File: src/rtl/dsm_pkg.sv
// Shared constants and helpers for the delta-sigma comb datapath.
// Range limits are used by the RTL parameter checks and by the bench.
package dsm_pkg;

  localparam int ORDER_MIN = 1;
  localparam int ORDER_MAX = 8;
  localparam int DELAY_MIN = 1;
  localparam int DELAY_MAX = 4;
  localparam int SHIFT_MIN = 0;
  localparam int SHIFT_MAX = 4;

  // Internal width: every difference stage can grow the magnitude by one bit.
  function automatic int iw(input int in_w, input int shift, input int order);
    return in_w + shift + order;
  endfunction

  function automatic logic signed [63:0] sat_reduce(input logic signed [63:0] value,
                                                    input int in_w);
    logic signed [63:0] hi;
    logic signed [63:0] lo;
    hi = (64'sd1 <<< (in_w - 1)) - 64'sd1;
    lo = -(64'sd1 <<< (in_w - 1));
    if (value > hi) return hi;
    if (value < lo) return lo;
    return value;
  endfunction

endpackage

File: src/rtl/comb_stage.sv
// One difference stage: out = in - in delayed by DELAY accepted tokens.
// Output is one bit wider than the input so the subtraction is exact.
module comb_stage #(
  parameter int W     = 17,
  parameter int DELAY = 1
) (
  input  logic                clk,
  input  logic                reset,
  input  logic                clear,
  input  logic signed [W-1:0] in,
  input  logic                in_valid,
  output logic signed [W:0]   out,
  output logic                out_valid
);

  logic signed [W-1:0] dline [DELAY];

  always_ff @(posedge clk or posedge reset) begin
    if (reset) begin
      out       <= '0;
      out_valid <= 1'b0;
      for (int i = 0; i < DELAY; i++) dline[i] <= '0;
    end else if (clear) begin
      out       <= '0;
      out_valid <= 1'b0;
      for (int i = 0; i < DELAY; i++) dline[i] <= '0;
    end else begin
      out_valid <= in_valid;
      // History only moves on real tokens so idle clocks do not age it.
      if (in_valid) begin
        out      <= {in[W-1], in} - {dline[DELAY-1][W-1], dline[DELAY-1]};
        dline[0] <= in;
        for (int i = 1; i < DELAY; i++) dline[i] <= dline[i-1];
      end
    end
  end

endmodule

File: src/rtl/comb_diff_n.sv
// N-order comb: y = diff_D^ORDER(x * 2^SHIFT), reduced to IN_W by saturate or wrap.
// Accepted sample at edge t appears with out_valid after edge t+ORDER.
module comb_diff_n
  import dsm_pkg::*;
#(
  parameter int IN_W  = 16,
  parameter int ORDER = 2,
  parameter int DELAY = 1,
  parameter int SHIFT = 1
) (
  input  logic                   CLK,
  input  logic                   reset,
  input  logic                   clear,
  input  logic signed [IN_W-1:0] in,
  input  logic                   in_valid,
  input  logic                   sat_en,
  output logic signed [IN_W-1:0] out,
  output logic                   out_valid,
  output logic                   primed,
  output logic                   ovf
);

  localparam int IW = iw(IN_W, SHIFT, ORDER);
  localparam int PD = ORDER * DELAY;
  localparam int CW = $clog2(PD + 1);

  if (ORDER < ORDER_MIN || ORDER > ORDER_MAX || DELAY < DELAY_MIN || DELAY > DELAY_MAX ||
      SHIFT < SHIFT_MIN || SHIFT > SHIFT_MAX) begin : g_bad_param
    $error("comb_diff_n: parameter out of range");
  end

  logic signed [IW-1:0] st_dat [ORDER+1];
  logic [ORDER:0]       st_vld;
  logic                 accept;
  logic [CW-1:0]        cnt;

  assign accept    = in_valid & ~clear;
  assign st_vld[0] = accept;
  assign st_dat[0] = IW'(in) <<< SHIFT;

  for (genvar k = 1; k <= ORDER; k++) begin : g_stage
    localparam int W = IN_W + SHIFT + k - 1;
    logic signed [W:0] res;

    comb_stage #(.W(W), .DELAY(DELAY)) u_stage (
      .clk      (CLK),
      .reset    (reset),
      .clear    (clear),
      .in       (st_dat[k-1][W-1:0]),
      .in_valid (st_vld[k-1]),
      .out      (res),
      .out_valid(st_vld[k])
    );

    assign st_dat[k] = IW'(res);
  end

  logic signed [63:0]     clamped;
  logic signed [IN_W-1:0] reduced;
  logic                   clipped;

  always_comb begin
    clamped = sat_reduce(64'(st_dat[ORDER]), IN_W);
    reduced = sat_en ? clamped[IN_W-1:0] : st_dat[ORDER][IN_W-1:0];
    clipped = (IW'(reduced) != st_dat[ORDER]);
  end

  always_ff @(posedge CLK or posedge reset) begin
    if (reset) begin
      out       <= '0;
      out_valid <= 1'b0;
      ovf       <= 1'b0;
      cnt       <= '0;
    end else if (clear) begin
      out_valid <= 1'b0;
      ovf       <= 1'b0;
      cnt       <= '0;
    end else begin
      out_valid <= st_vld[ORDER];
      if (st_vld[ORDER]) begin
        out <= reduced;
        if (clipped) ovf <= 1'b1;
      end
      if (accept && cnt != CW'(PD)) cnt <= cnt + 1'b1;
    end
  end

  assign primed = (cnt == CW'(PD));

endmodule

File: config.mk
export PLATFORM = sky130hd
export DESIGN_NAME = comb_diff_n
export DESIGN_NICKNAME = d
export VERILOG_FILES = /design/src/rtl/dsm_pkg.sv /design/src/rtl/comb_stage.sv /design/src/rtl/comb_diff_n.sv
export SDC_FILE = /design/constraint.sdc
export NUM_CORES = 1
export LEC_CHECK = 0
export CAP_MARGIN = 20
export CORE_AREA = 2 2 96 98
export DETAILED_ROUTE_END_ITERATION = 7
export DIE_AREA = 0 0 98 100
export GPL_TIMING_DRIVEN = 0
export MAX_ROUTING_LAYER = met4
export PLACE_DENSITY = 0.81
export SYNTH_ARGS = -nofsm -noshare
export SYNTH_HDL_FRONTEND = slang
export SYNTH_SLANG_ARGS = --single-unit
File: constraint.sdc
create_clock -name CLK -period 7.85 [get_ports CLK]
set_clock_uncertainty 0.05 [all_clocks]
set_input_delay 1.1775 -clock CLK [delete_from_list [all_inputs] [get_ports CLK]]
set_output_delay 1.1775 -clock CLK [all_outputs]
set_load 0.05 [all_outputs]
==> flow_metrics.tcl, run 1 <==
set metrics [dict create \
    worstSetupEndpointType "flip-flop" \
    cp_max_fo 3 \
    wl_per_cell_um 14.5 \
    cp_data_required_time_ns 8.07 \
    clock_latency_ns 0.36 \
    place_hpwl_um 7390 \
    cp_slowest_cell "clkdlybuf4s50_1" \
    cts-hold-fix-buffers 0 \
    fin_setup_tns_ns 0 \
    tightestPinTransition_ns 0.928 \
    cts_tree "done" \
    ys_seq_area_share_pct 43.7 \
    antenna_found_initial 0 \
    layout.cells.non_filler 679 \
    root_buffer "clkbuf_8" \
    drive_above_1_share_pct 4.58 \
    postCtsSetupRepairBufs 0 \
    row_count 35 \
    first_pass_iters 4 \
    crit_path_start_kind "primary input" \
    synth-edff-count 0 \
    rrSetupSlack_ns 4.93 \
    ios 40 \
    layout_min_cycle_time_ns 3.84 \
    ys_async_sr_fraction_pct 100 \
    vias 3829 \
    power.density_nw_per_um2 226 \
    grt_use_total_pct 21.9 \
    ys.flop_type "dfrtp_1" \
    die-area_um2 9800 \
    fmax_mhz 260 \
    maxCapViolCount 0 \
    min_path_type "reg2reg" \
    cpMostUsedCell "inv_1" \
    grt_pass1_wl_um 17000 \
    cts.htree.levels 3 \
    antenna_cells 0 \
    routed_wl_um 9830 \
    ant_nets 0 \
    gp_congestion 0.891 \
    nets 620 \
    cp_top_family "compound AO/OA/AOI/OAI gates" \
    cp_cell_sequence "clkdlybuf4s50_1 > inv_1 > ha_1 > inv_1 > fa_1 > a211o_1 > a211oi_2 > a2111oi_0 > or3b_1 > o31a_1 > xnor2_1 > a211oi_1" \
    p_leak_uw 0.00270 \
    hold_viol_final 0 \
    status "complete, no violations" \
    critical_path_class "in2reg" \
    cts_resized 0 \
    critPathArrivalTime_ns 4.06 \
    cts_sinks 90 \
    syn_area_per_cell_um2 10.0 \
    crit_buf_inv 3 \
    grt_setup_unrepaired "false" \
    utilization_pct 66.7 \
    grt_max_degree 74 \
    clockBufferDepth 2 \
    die_height_um 100 \
    die_w_um 98 \
    grt_pass1_vias 3747 \
    synth_cell_types 58 \
    setup_violations 0 \
    area_delta_synth_final_pct 14.9 \
    synthesis.area_um2 5160 \
    cts_buffers 9 \
    overflow 0 \
    initial_core_util_pct 58.0 \
    core-area_um2 8890 \
    drtIter0Drc 137 \
    cpPeakStageDelay_ns 0.42 \
    vias_per_cell 5.64 \
    slew_headroom_pct 37.3 \
    fin_crit_sh_pct 49.0 \
    drc 0 \
    dpl.cell_count 663 \
    path_clk_slew_ns 0.09 \
    peakVddDrop_mv 0.0947 \
    synth-seq-cells 90 \
    finalMaxSlewViolations 0 \
    io_buffers 37 \
    syn_inst 514 \
    yosys_warnings 0 \
    syn_nets 571 \
]
layer usage:
metal | track usage (%) | up-vias | wire, um
li1 | - | 1922 | -
met1 | 26.8 | 1824 | 4640
met5 | - | - | 0
met2 | 37.8 | 70 | 4800
met3 | 3.06 | 13 | 263
met4 | 6.73 | 0 | 120
sequential cells by signal, summed over array words and instances, names as in the netlist:
register	cells
out	16
ovf	1
cnt	2
g_stage.u_stage.dline	33
g_stage.u_stage.out_valid	2
g_stage.u_stage.out	35
out_valid	1
synthesized netlist by cell type (10+ instances only):
| master | n | share of area (%) |
|---|---|---|
| a21o_1 | 10 | 1.5 |
| ha_1 | 34 | 8.2 |
| nand2_1 | 14 | 1.0 |
| a221o_1 | 14 | 2.7 |
| a21oi_1 | 18 | 1.7 |
| inv_1 | 48 | 3.5 |
| o21ai_0 | 13 | 1.3 |
| nand2b_1 | 11 | 1.3 |
| xnor2_1 | 16 | 2.7 |
| nor2_1 | 72 | 5.2 |
| mux2i_1 | 50 | 9.7 |
| dfrtp_1 | 90 | 44 |
| clkbuf_1 | 14 | 1.0 |
logic make-up (layout without fill, tap and decap cells):
| kind of cell | count (synthesis) | after routing | synth area share, % |
|---|---|---|---|
| AOI/OAI and AO/OA | 113 | 113 | 16.7 |
| xor gates and xnor gates | 21 | 21 | 3.57 |
| adders and majority gates | 36 | 36 | 9.02 |
| buffers and inverters | 71 | 125 | 5.17 |
| DFF | 90 | 90 | 43.7 |
| muxes | 50 | 50 | 9.70 |
| and+or+nand+nor | 133 | 133 | 12.2 |
where the power goes:
group | switching [uW] | internal (uW)
Sequential | 33.7 | 514
Clock | 166 | 188
Combinational | 251 | 186
area by class of cell:
type / count / area [um^2]
fillers: 679 / 2960
flip-flops and latches: 90 / 2250
plain buffers: 23 / 86.3
well taps: 111 / 139
inverters: 48 / 183
clock buffers: 10 / 138
multi-input cells: 353 / 2640
repair buffers: 38 / 398
clock inverters: 6 / 90.1
final timing paths:
check                                             end  depth (start not counted)                        start
hold reg to reg                                out[0]                          1                       out[0]
hold / removal                                 out[0]                          1                       out[0]
max in group asynchronous                      cnt[0]                          3                        reset
min in group asynchronous                      out[5]                          2                        reset
setup / recovery           g_stage[1].u_stage.out[15]                         12                        in[0]
setup reg to reg           g_stage[1].u_stage.out[15]                         10  g_stage[1].u_stage.dline[1]
metrics by stage:
| step | total power, uW | hold WS [ns] | area [um^2] | setup WS, ns |
|---|---|---|---|---|
| global placement | 977 | 0.408 | 5670 | 3.08 |
| floorplan | 878 | 0.421 | 5160 | 4.29 |
| global route | 1410 | 0.459 | 5930 | 3.90 |
| finish | 1340 | 0.444 | 5930 | 4.01 |
| detailed placement | 993 | 0.435 | 5700 | 3.67 |
| CTS | 1350 | 0.454 | 5930 | 4.05 |
cells in the final DEF, fill, tap and decap left out, types with 8 or more instances in the layout:
master,instances
dfrtp_1,90
nor2_1,72
mux2i_1,50
inv_1,47
clkdlybuf4s50_1,37
ha_1,34
a21oi_1,18
xnor2_1,16
clkbuf_1,14
a221o_1,14
nand2_1,14
o21ai_0,13
nand2b_1,11
a21o_1,10
clkbuf_8,10
buf_1,9
a211oi_1,8
(Power assumes the default switching activity.)
==> inputs of run 2 (changes only) <==
Settings changed: CORE_AREA 2 2 96 98 to 2 2 97 99, DIE_AREA 0 0 98 100 to 0 0 99 101, PLACE_DENSITY 0.81 to 0.79.
Clock period 7.85 ns to 3.6 ns, I/O delays scaled along.
==> run 2 against run 1 <==
  * Register-to-register slack got worse by 4.2 ns
  * Core utilization fell by 0.68 points
  * Worst hold slack got worse by 0.038 ns
  * Sequential share of layout area barely moved
  * Global-route usage barely moved
  * Clock-buffer cell count fell by 1
  * Critical path depth did not move
  * Non-clock buffer count did not move
  * Wire length rose by 1.4%
  * Flip-flop and latch count did not move
  * Via count fell by 0.50%
  * Largest cell class unchanged
==> flow_metrics.tcl, run 2 (synthesis results as in run 1) <==
set metrics [dict create \
    status "complete, no violations" \
    initial_core_util_pct 57.5 \
    first_pass_iters 4 \
    crit_buf_inv 3 \
    vias_per_cell 5.61 \
    cp_slowest_cell "clkdlybuf4s50_1" \
    grt_setup_unrepaired "false" \
    routed_wl_um 9970 \
    drc 0 \
    nets 620 \
    dpl.cell_count 663 \
    cts-hold-fix-buffers 0 \
    area_delta_synth_final_pct 14.8 \
    path_clk_slew_ns 0.10 \
    layout_commonest_cell "dfrtp_1" \
    grt_pass1_wl_um 17200 \
    antenna_cells 0 \
    core-area_um2 8980 \
    reg_top3 "g_stage.u_stage.out x35, g_stage.u_stage.dline x33, out x16" \
    p_leak_uw 0.00269 \
    ant_nets 0 \
    antenna_found_initial 0 \
    drtIter0Drc 123 \
    cts.htree.levels 3 \
    grt_max_degree 75 \
    layout_min_cycle_time_ns 3.21 \
    hold_viol_final 0 \
    io_buffers 37 \
    utilization_pct 66.0 \
    fin_crit_sh_pct 89.3 \
    slew_headroom_pct 29.5 \
    overflow 0 \
    min_path_type "in2async" \
    drive_above_1_share_pct 4.58 \
    wl_per_cell_um 14.7 \
    clockBufferDepth 2 \
    peakVddDrop_mv 0.231 \
    cp_max_fo 3 \
    cpMostUsedCell "inv_1" \
    ios 40 \
    gp_congestion 0.892 \
    cts_sinks 90 \
    die-area_um2 10000 \
    critical_path_class "in2reg" \
    cpPeakStageDelay_ns 0.42 \
    postCtsSetupRepairBufs 0 \
    largest_register_ffs 35 \
    max_flop_register "g_stage.u_stage.out" \
    finalMaxSlewViolations 0 \
    dpl_worst_slack_ns -0.00549 \
    worst_slack_ns 0.386 \
    cp_cell_sequence "clkdlybuf4s50_1 > inv_1 > ha_1 > inv_1 > fa_1 > a211o_1 > a211oi_2 > a2111oi_0 > or3b_1 > o31a_1 > xnor2_1 > a211oi_1" \
    worstSetupEndpointType "flip-flop" \
    vias 3810 \
    row_count 35 \
    grt_use_total_pct 21.9 \
    die_height_um 101 \
    setup_violations 0 \
    tightestPinTransition_ns 1.04 \
    critPathArrivalTime_ns 3.43 \
    clock_latency_ns 0.35 \
    layout.cells.non_filler 679 \
    crit_path_start_kind "primary input" \
    cts_buffers 9 \
    fmax_mhz 311 \
    power.density_nw_per_um2 492 \
    final_cell_mix "dfrtp_1 (90), nor2_1 (72), mux2i_1 (50)" \
    place_hpwl_um 7560 \
    cp_top_family "compound AO/OA/AOI/OAI gates" \
    cp_data_required_time_ns 3.81 \
    maxCapViolCount 0 \
    die_w_um 99 \
    cts_resized 0 \
    cts_tree "done" \
    grt_pass1_vias 3863 \
    root_buffer "clkbuf_8" \
]
## run 2: changes by cell type in the layout (fill, tap and decap cells not counted)
cell	change
clkinv_2	-1
clkinv_4	-1
inv_6	+2
clkinvlp_4	+1
clkbuf_8	-1
## run 2: metrics by stage
stage	hold slack (ns)	cell area, um^2	total power [uW]	setup TNS, ns
2_1_floorplan	0.421	5160	1910	0
4_1_cts	0.404	5920	2930	0
3_3_place_gp	0.410	5670	2130	-51.87
6_report	0.406	5920	2910	0
5_1_grt	0.425	5920	3060	0
3_5_place_dp	0.419	5700	2170	-0.00549
## run 2: routing by layer
metal	part of all wire [%]	GRT usage, %	vias to the layer above
met5	0	-	-
met4	1.0	6.53	0
met3	3.1	2.64	11
li1	-	-	1920
met2	51	39.7	66
met1	45	25.4	1813
## run 2: worst paths after layout
check / from / end / slack (ns) / cells past startpoint
max in group asynchronous: reset / cnt[1] / 2.49 / 3
max: in[0] / g_stage[1].u_stage.out[15] / 0.39 / 12
min in group CLK: out[0] / out[0] / 0.43 / 1
min: reset / out[4] / 0.41 / 2
max reg2reg: g_stage[1].u_stage.dline[1] / g_stage[1].u_stage.out[15] / 0.70 / 10
min reg2reg: out[0] / out[0] / 0.43 / 1
## run 2: worst reg2reg max path, cell delays in order (launching register included)
cell and delay [ns]:
dfrtp_1 0.36, ha_1 0.17, inv_1 0.06, fa_1 0.42, a211o_1 0.32, a211oi_2 0.23
a2111oi_0 0.12, or3b_1 0.41, o31a_1 0.29, xnor2_1 0.14, a211oi_1 0.25
## run 2: report_power, final
part	switching (uW)	internal [uW]
combinational	550	405
clock	367	397
sequential	74.5	1120
## run 2: area by class of cell
| class | instances | area (um^2) |
|---|---|---|
| Fill cell | 693 | 3050 |
| Multi-Input combinational cell | 353 | 2640 |
| Sequential cell | 90 | 2250 |
| Timing Repair Buffer | 38 | 398 |
| Inverter | 48 | 183 |
| Tap cell | 111 | 139 |
| Clock buffer | 9 | 124 |
| Clock inverter | 7 | 101 |
| Buffer | 23 | 86.3 |
